<file path="src/rtl/countdown_timer.sv">
// -----------------------------------------------------------------------------
// countdown_timer
//   Loadable down-counter / interval timer. The counter counts down from the
//   loaded value to zero and pulses tc at the terminal count. In one-shot mode
//   it stops in DONE. In auto-reload mode it reloads and keeps running, which
//   makes it a periodic tick generator.
//
// Ports
//   clk          system clock; all activity on the rising edge
//   rst_n        synchronous active-low reset
//   load         capture load_val into q and the reload register; aborts a count
//   load_val     value captured on load (W bits)
//   start        begin counting from IDLE, or re-arm from DONE
//   pause        hold q while RUN; has no effect in other states
//   auto_reload  1 = reload at terminal count and keep running
//   q            current count (W bits)
//   busy         1 while the timer is running
//   done         1 while a one-shot count has expired
//   tc           one-cycle terminal-count pulse
// -----------------------------------------------------------------------------
module countdown_timer #(
    parameter int W = 6
) (
    input  logic         clk,
    input  logic         rst_n,
    input  logic         load,
    input  logic [W-1:0] load_val,
    input  logic         start,
    input  logic         pause,
    input  logic         auto_reload,
    output logic [W-1:0] q,
    output logic         busy,
    output logic         done,
    output logic         tc
);

    typedef enum logic [1:0] {
        ST_IDLE = 2'd0,
        ST_RUN  = 2'd1,
        ST_DONE = 2'd2
    } state_t;

    localparam logic [W-1:0] CNT_ZERO = {W{1'b0}};
    localparam logic [W-1:0] CNT_ONE  = {{(W-1){1'b0}}, 1'b1};

    state_t       state_r;
    state_t       state_nxt_s;
    logic [W-1:0] q_r;
    logic [W-1:0] q_nxt_s;
    logic [W-1:0] reload_r;
    logic [W-1:0] reload_nxt_s;
    logic         tc_r;
    logic         tc_nxt_s;
    logic         busy_r;
    logic         busy_nxt_s;
    logic         done_r;
    logic         done_nxt_s;

    // State, count and output registers with synchronous active-low reset.
    always_ff @(posedge clk) begin
        if (!rst_n) begin
            state_r  <= ST_IDLE;
            q_r      <= CNT_ZERO;
            reload_r <= CNT_ZERO;
            tc_r     <= 1'b0;
            busy_r   <= 1'b0;
            done_r   <= 1'b0;
        end else begin
            state_r  <= state_nxt_s;
            q_r      <= q_nxt_s;
            reload_r <= reload_nxt_s;
            tc_r     <= tc_nxt_s;
            busy_r   <= busy_nxt_s;
            done_r   <= done_nxt_s;
        end
    end

    // Next-state and next-count logic; load overrides start/pause.
    always_comb begin
        state_nxt_s  = state_r;
        q_nxt_s      = q_r;
        reload_nxt_s = reload_r;
        tc_nxt_s     = 1'b0;
        if (load) begin
            q_nxt_s      = load_val;
            reload_nxt_s = load_val;
            state_nxt_s  = ST_IDLE;
        end else begin
            case (state_r)
                ST_IDLE: begin
                    if (start) begin
                        if (q_r != CNT_ZERO) begin
                            state_nxt_s = ST_RUN;
                        end else begin
                            // Nothing to count: expire immediately.
                            state_nxt_s = ST_DONE;
                            tc_nxt_s    = 1'b1;
                        end
                    end else begin
                        state_nxt_s = ST_IDLE;
                    end
                end
                ST_RUN: begin
                    if (pause) begin
                        state_nxt_s = ST_RUN;
                    end else if (q_r > CNT_ONE) begin
                        q_nxt_s = q_r - CNT_ONE;
                    end else if (q_r == CNT_ONE) begin
                        tc_nxt_s = 1'b1;
                        if (auto_reload && (reload_r != CNT_ZERO)) begin
                            // Reload instead of showing zero keeps the period at N.
                            q_nxt_s = reload_r;
                        end else begin
                            q_nxt_s     = CNT_ZERO;
                            state_nxt_s = ST_DONE;
                        end
                    end else begin
                        // q==0 cannot be reached while running; park safely.
                        q_nxt_s     = CNT_ZERO;
                        state_nxt_s = ST_DONE;
                    end
                end
                ST_DONE: begin
                    if (start && (reload_r != CNT_ZERO)) begin
                        q_nxt_s     = reload_r;
                        state_nxt_s = ST_RUN;
                    end else begin
                        state_nxt_s = ST_DONE;
                    end
                end
                default: begin
                    state_nxt_s = ST_IDLE;
                    q_nxt_s     = CNT_ZERO;
                end
            endcase
        end
    end

    // Status decode from the next state so busy/done register alongside it.
    always_comb begin
        busy_nxt_s = 1'b0;
        done_nxt_s = 1'b0;
        case (state_nxt_s)
            ST_RUN:  busy_nxt_s = 1'b1;
            ST_DONE: done_nxt_s = 1'b1;
            default: begin
                busy_nxt_s = 1'b0;
                done_nxt_s = 1'b0;
            end
        endcase
    end

    assign q    = q_r;
    assign busy = busy_r;
    assign done = done_r;
    assign tc   = tc_r;

endmodule
</file>
<file path="config.mk">
export PLATFORM = sky130hd
export DESIGN_NAME = countdown_timer
export DESIGN_NICKNAME = d
export VERILOG_FILES = /design/src/rtl/countdown_timer.sv
export SDC_FILE = /design/constraint.sdc
export NUM_CORES = 1
export LEC_CHECK = 0
export ABC_AREA = 0
export CAP_MARGIN = 20
export CORE_MARGIN = 2
export CORE_UTILIZATION = 25
export DETAILED_ROUTE_END_ITERATION = 10
export PLACE_DENSITY_LB_ADDON = 0.15
export REMOVE_ABC_BUFFERS = 1
export SYNTH_ARGS = -nofsm -noshare
export SYNTH_HDL_FRONTEND = slang
export SYNTH_SLANG_ARGS = --single-unit
</file>
<file path="constraint.sdc">
create_clock -name clk -period 3.25 [get_ports clk]
set_clock_uncertainty 0.2 [all_clocks]
set_input_delay 0.4875 -clock clk [delete_from_list [all_inputs] [get_ports clk]]
set_output_delay 0.4875 -clock clk [all_outputs]
set_load 0.02 [all_outputs]
</file>
==> flow_summary.toml, run 1 <==
[floorplanning]
die_area_um2 = 4650
start_util = 0.260
core.rowCount = 23
io_pins = 21
core_area_um2 = 3970
dieWidth_um = 68.2
die_height_um = 68.2

[clock_tree]
cts_max_level = 1
cts_setup_buffers = 0
hold_buffers = 0
cts_made_buffers = 3
cts_resized = 0
cts_tree = "built"
cts_buffer_depth = 2
root_buffer = "clkbuf_8"
insertion_delay_ps = 250
cts.sinks = 17
clk_pin_slew_ps = 70

[power_and_ir_drop]
netSwitchingFraction = 0.310
comb_power_share = 0.256
ir_worst_vdd_mv = 0.207
p_int_mw = 0.373
power_frac_seq = 0.439
leakage_nw = 0.551
power_density_nw_per_um2 = 404
power_switching_mw = 0.167
pwr-share-clk = 0.305

[global_routing]
grt_pass1_vias = 939
antenna_found_initial = 0
grt-ovfl-total = 0
grt_usage = 0.139
grt_max_degree = 15
grt_first_pass_wirelength_um = 4800

[detailed_routing]
via_count = 958
ant_nets = 0
post_drt_via_cell_ratio = 5.10
wl_per_cell_um = 14.8
drc = 0
routed_wl_um = 2790
drt_first_iter_violations = 59
drt_pass1_iterations = 4

[place]
dpl_worst_slack_ps = 875
place_area_um2 = 1290
dp_hpwl_um = 2110
gp_congestion = 0.823
numPortBuffers = 20

[sta]
fin_tns_setup_ps = 0
post-route-period-util = 0.694
fin_ws_ps = 996
slew_headroom = 0.490
finalMaxSlewViolations = 0
worst_pin_slew_ps = 759
setup_viol = 0
rsz0062_at_grt = "false"
whs_ps = 354
max_clock_freq_mhz = 444
fin_crit_ps = 2250
hold_violations = 0

[finish]
synthToLayoutAreaGrowth_pct = 29.6
mostFrequentLayoutCell = "clkdlybuf4s50_1"
final_cell_mix = "20 x clkdlybuf4s50_1, 17 x dfxtp_1, 15 x nand2_1, 9 x nor2b_1, 7 x mux2i_1"
fillCellCount = 436
fin_area_um2 = 1340
nets = 157
drive_above_1_share = 0.0797
antenna_cells = 0
multi_input_area_um2 = 664
ff_latch_area_um2 = 340

[worst_setup_path]
cpPeakStageDelay_ps = 700
worstSetupStartpointType = "flip-flop"
critPathTopFamily = "compound AO/OA/AOI/OAI gates"
cp_cell_sequence = "nor4_1 > o21ai_1 > o211a_1 > a221oi_2 > a21boi_1"
slowest_stage = "nor4_1"
worstPathBufferInverterCount = 0
cp.arrival_ps = 2250
critPathCaptureType = "flip-flop"
critPathRequiredTime_ps = 3240
crit_type = "reg2reg"
cp_max_fo = 6

[min_path]
hold_path.class = "reg2reg"

[logic_synthesis]
ys_warn_count = 0
async_flop_share = 0
synth-xor-area-share = 0.0340
synthAdderAreaFrac = 0.0728
synth-edff-count = 0
synthDistinctLibCells = 41
ys_seq_area_frac = 0.330
synthMuxAreaShare = 0.0680
synth_top_family_by_area = "simple AND/OR/NAND/NOR gates"
ys_seq_elements = 17
synth_compound_area_frac = 0.225
synth_ff_type = "dfxtp_1"
syn_area_per_cell_um2 = 8.89
synth_area_um2 = 1030
synthCells = 116
synth-simple-area-share = 0.245

[flow_run]
cap_violations = 0

[status]
status = "completed"
## worst paths after layout
path	startpoint	endpoint	slack, ps	depth (start not counted)
min	reload_r[3]	reload_r[3]	350	2
min reg2reg	reload_r[3]	reload_r[3]	350	2
max	q[4]	done	1000	5
max reg2reg	q[4]	done	1000	5
## state kept, by name, summed over array words and instances, names as in the netlist
register  flops
reload_r      6
state_r       2
busy          1
q             6
tc            1
done          1
## power by group through the flow
stage	sequential, mW	combinational, mW	clock (mW)
global route	0.239	0.153	0.181
CTS	0.237	0.138	0.173
finish	0.237	0.138	0.165
detailed placement	0.241	0.138	0
floorplan	0.245	0.0771	0
global placement	0.242	0.137	0
## cells in the mapped netlist (all sizes together), types with 3 or more instances
master / count / area, um^2
nand3: 3 / 15.0
nor2b: 9 / 56.3
o21ai: 9 / 48.8
ha: 6 / 75.1
inv: 4 / 15.0
a221o: 4 / 41.3
dfxtp: 17 / 340
mux2i: 7 / 70.1
nor2: 4 / 15.0
nand2: 15 / 56.3
nor3: 3 / 15.0
a211oi: 3 / 27.5
and3: 5 / 31.3
## area by class of cell
| type | count | share of cell area |
|---|---|---|
| multi-input combinational | 92 | 0.497 |
| sequential | 17 | 0.255 |
| timing repair buffer | 21 | 0.155 |
| tap | 50 | 0.0468 |
| clock buffer | 3 | 0.0309 |
| inverter | 4 | 0.0112 |
| clock inverter | 1 | 0.00375 |
## through the flow
step / utilization / power, mW / std cells
6_report: 0.336 / 0.540 / 188
4_1_cts: 0.336 / 0.549 / 188
3_5_place_dp: 0.325 / 0.379 / 184
2_1_floorplan: - / 0.323 / 113
3_3_place_gp: 0.325 / 0.378 / 184
5_1_grt: 0.336 / 0.574 / 188
## metal layers
layer,routed length (um),track usage,vias to the layer above,share of wire
li1,-,-,472,-
met1,1380,0.195,455,0.50
met2,1240,0.222,29,0.45
met3,152,0.0345,2,0.055
met4,10,0.0175,0,0.0036
met5,0,0,-,0
## cell families (layout without fill, tap and decap cells)
kind of cell	Yosys count	after routing
flip-flops	17	17
AND/OR/NAND/NOR	46	46
adder cells (fa/ha/maj)	6	6
buffers and inverters	7	29
AO/OA/AOI/OAI	29	29
XOR/XNOR	4	4
multiplexers	7	7
## tightest hold or removal path, stage by stage (launching register included)
cell	delay, ps
dfxtp_1	320
mux2i_1	130
nor2b_1	60
Note: power is estimated with default switching activity, not from simulation.
==> run 2, diff against run 1 <==
==> constraint.sdc (replaced) <==
create_clock -name clk -period 1.9 [get_ports clk]
set_clock_uncertainty 0.2 [all_clocks]
set_input_delay 0.285 -clock clk [delete_from_list [all_inputs] [get_ports clk]]
set_output_delay 0.285 -clock clk [all_outputs]
set_load 0.02 [all_outputs]
==> flow_summary.toml, run 2 (synthesized netlist as in run 1, its figures left out) <==
[place]
numPortBuffers = 20
dp_hpwl_um = 2340
dp.cells = 213
place_area_um2 = 1510
gp_congestion = 0.832

[finish]
drive_above_1_share = 0.310
nets = 187
stdcell_count = 218
antenna_cells = 0
mostFrequentLayoutCell = "buf_4"
fillCellCount = 389
final_util = 0.412
fin_area_um2 = 1640
final_cell_mix = "29 x buf_4, 20 x clkdlybuf4s50_1, 15 x nand2_1, 13 x dfxtp_1, 8 x nor2b_1"
synthToLayoutAreaGrowth_pct = 58.9

[worst_setup_path]
slowest_stage = "or4_4"
critPathRequiredTime_ps = 1840
cp_max_fo = 5
cpPeakStageDelay_ps = 590
worstSetupStartpointType = "flip-flop"
worstPathBufferInverterCount = 0
cp_cell_sequence = "or4_4 > o21ai_4 > o21ai_2 > a31o_1 > a221o_1"
critPathCaptureType = "flip-flop"
critPathTopFamily = "compound AO/OA/AOI/OAI gates"
crit_type = "reg2reg"
cp.arrival_ps = 1900

[detailed_routing]
post_drt_via_cell_ratio = 4.79
drt_pass1_iterations = 4
wl_per_cell_um = 13.4
routed_wl_um = 2930
ant_nets = 0
drt_first_iter_violations = 64
drc = 0
via_count = 1044

[sta]
finalMaxSlewViolations = 0
hold_violations = 0
fin_crit_ps = 1970
max_clock_freq_mhz = 508
setup_viol = 5
post-route-period-util = 1.04
fin_ws_ps = -67.0
fin_tns_setup_ps = -128
worst_pin_slew_ps = 367
whs_ps = 339
slew_headroom = 0.755
rsz0062_at_grt = "true"

[floorplanning]
die_area_um2 = 4650
die_height_um = 68.2
core.rowCount = 23
dieWidth_um = 68.2
start_util = 0.260
io_pins = 21
core_area_um2 = 3970

[clock_tree]
clk_pin_slew_ps = 70
cts_made_buffers = 3
cts_max_level = 1
cts.sinks = 17
hold_buffers = 0
insertion_delay_ps = 250
root_buffer = "clkbuf_8"
cts_buffer_depth = 2
cts_tree = "built"

[global_routing]
grt_pass1_vias = 1013
grt_first_pass_wirelength_um = 4830
grt_max_degree = 12
antenna_found_initial = 0
grt-ovfl-total = 0
grt_usage = 0.141

[power_and_ir_drop]
leakage_nw = 0.707
ir_worst_vdd_mv = 0.222
power_density_nw_per_um2 = 612

[status]
violations = "negative setup slack"
status = "complete, but fails checks"

[min_path]
hold_path.class = "reg2reg"

[flow_run]
cap_violations = 0
[run 2: cell types whose count changed in the layout (fill, tap and decap cells not counted), moves of 2 or more]
cell,previous run,this run
buf_4,1,29
buf_6,0,2
dfxtp_1,17,13
ha_1,6,4
dfxtp_2,0,4
ha_2,0,2
[run 2: power breakdown]
part | switching, mW | leakage (nW) | internal [mW] | total, mW
Clock | 0.121 | 0.0228 | 0.149 | 0.270
Sequential | 0.0161 | 0.141 | 0.379 | 0.395
Combinational | 0.160 | 0.544 | 0.178 | 0.338
[run 2: worst paths after layout]
check	startpoint	end	slack (ps)	cells past startpoint
max	q[4]	q[1]	-70	5
min reg2reg	reload_r[3]	reload_r[3]	340	2
min	reload_r[3]	reload_r[3]	340	2
max reg2reg	q[4]	q[1]	-70	5
[run 2: per-stage QoR]
stage	total power, mW	setup WS, ps
after detailed placement	0.707	-190
after floorplan	0.552	-123
final	1.00	-67.0
after global routing	1.07	-120
after global placement	0.705	-159
after CTS	0.999	-72.6
[run 2: timing repair]
item	4_1_cts	5_1_grt
pin swaps	2	0
setup buffers	1	0
setup endpoints to repair	8	11
gates resized for setup	5	13
[run 2: metal layers]
metal | track usage | wire, um
met5 | 0 | 0
met4 | 0.0525 | 51
met3 | 0.0280 | 125
met2 | 0.225 | 1310
met1 | 0.186 | 1440
[run 2: worst reg2reg max path: cells and delay by family, from the launching register on]
kind / cells / cell delay (ps)
AND/OR/NAND/NOR: 1 / 590
AO/OA/AOI/OAI: 4 / 770
flip-flops: 1 / 310
[run 2: cell type report]
cell class                 count  area (um^2)  share of cell area
tap                           50         62.6              0.0382
clock buffer                   4         45.0              0.0275
timing repair buffer          51          440               0.269
sequential                    17          345               0.211
inverter                       4         15.0             0.00917
multi-input combinational     92          729               0.445
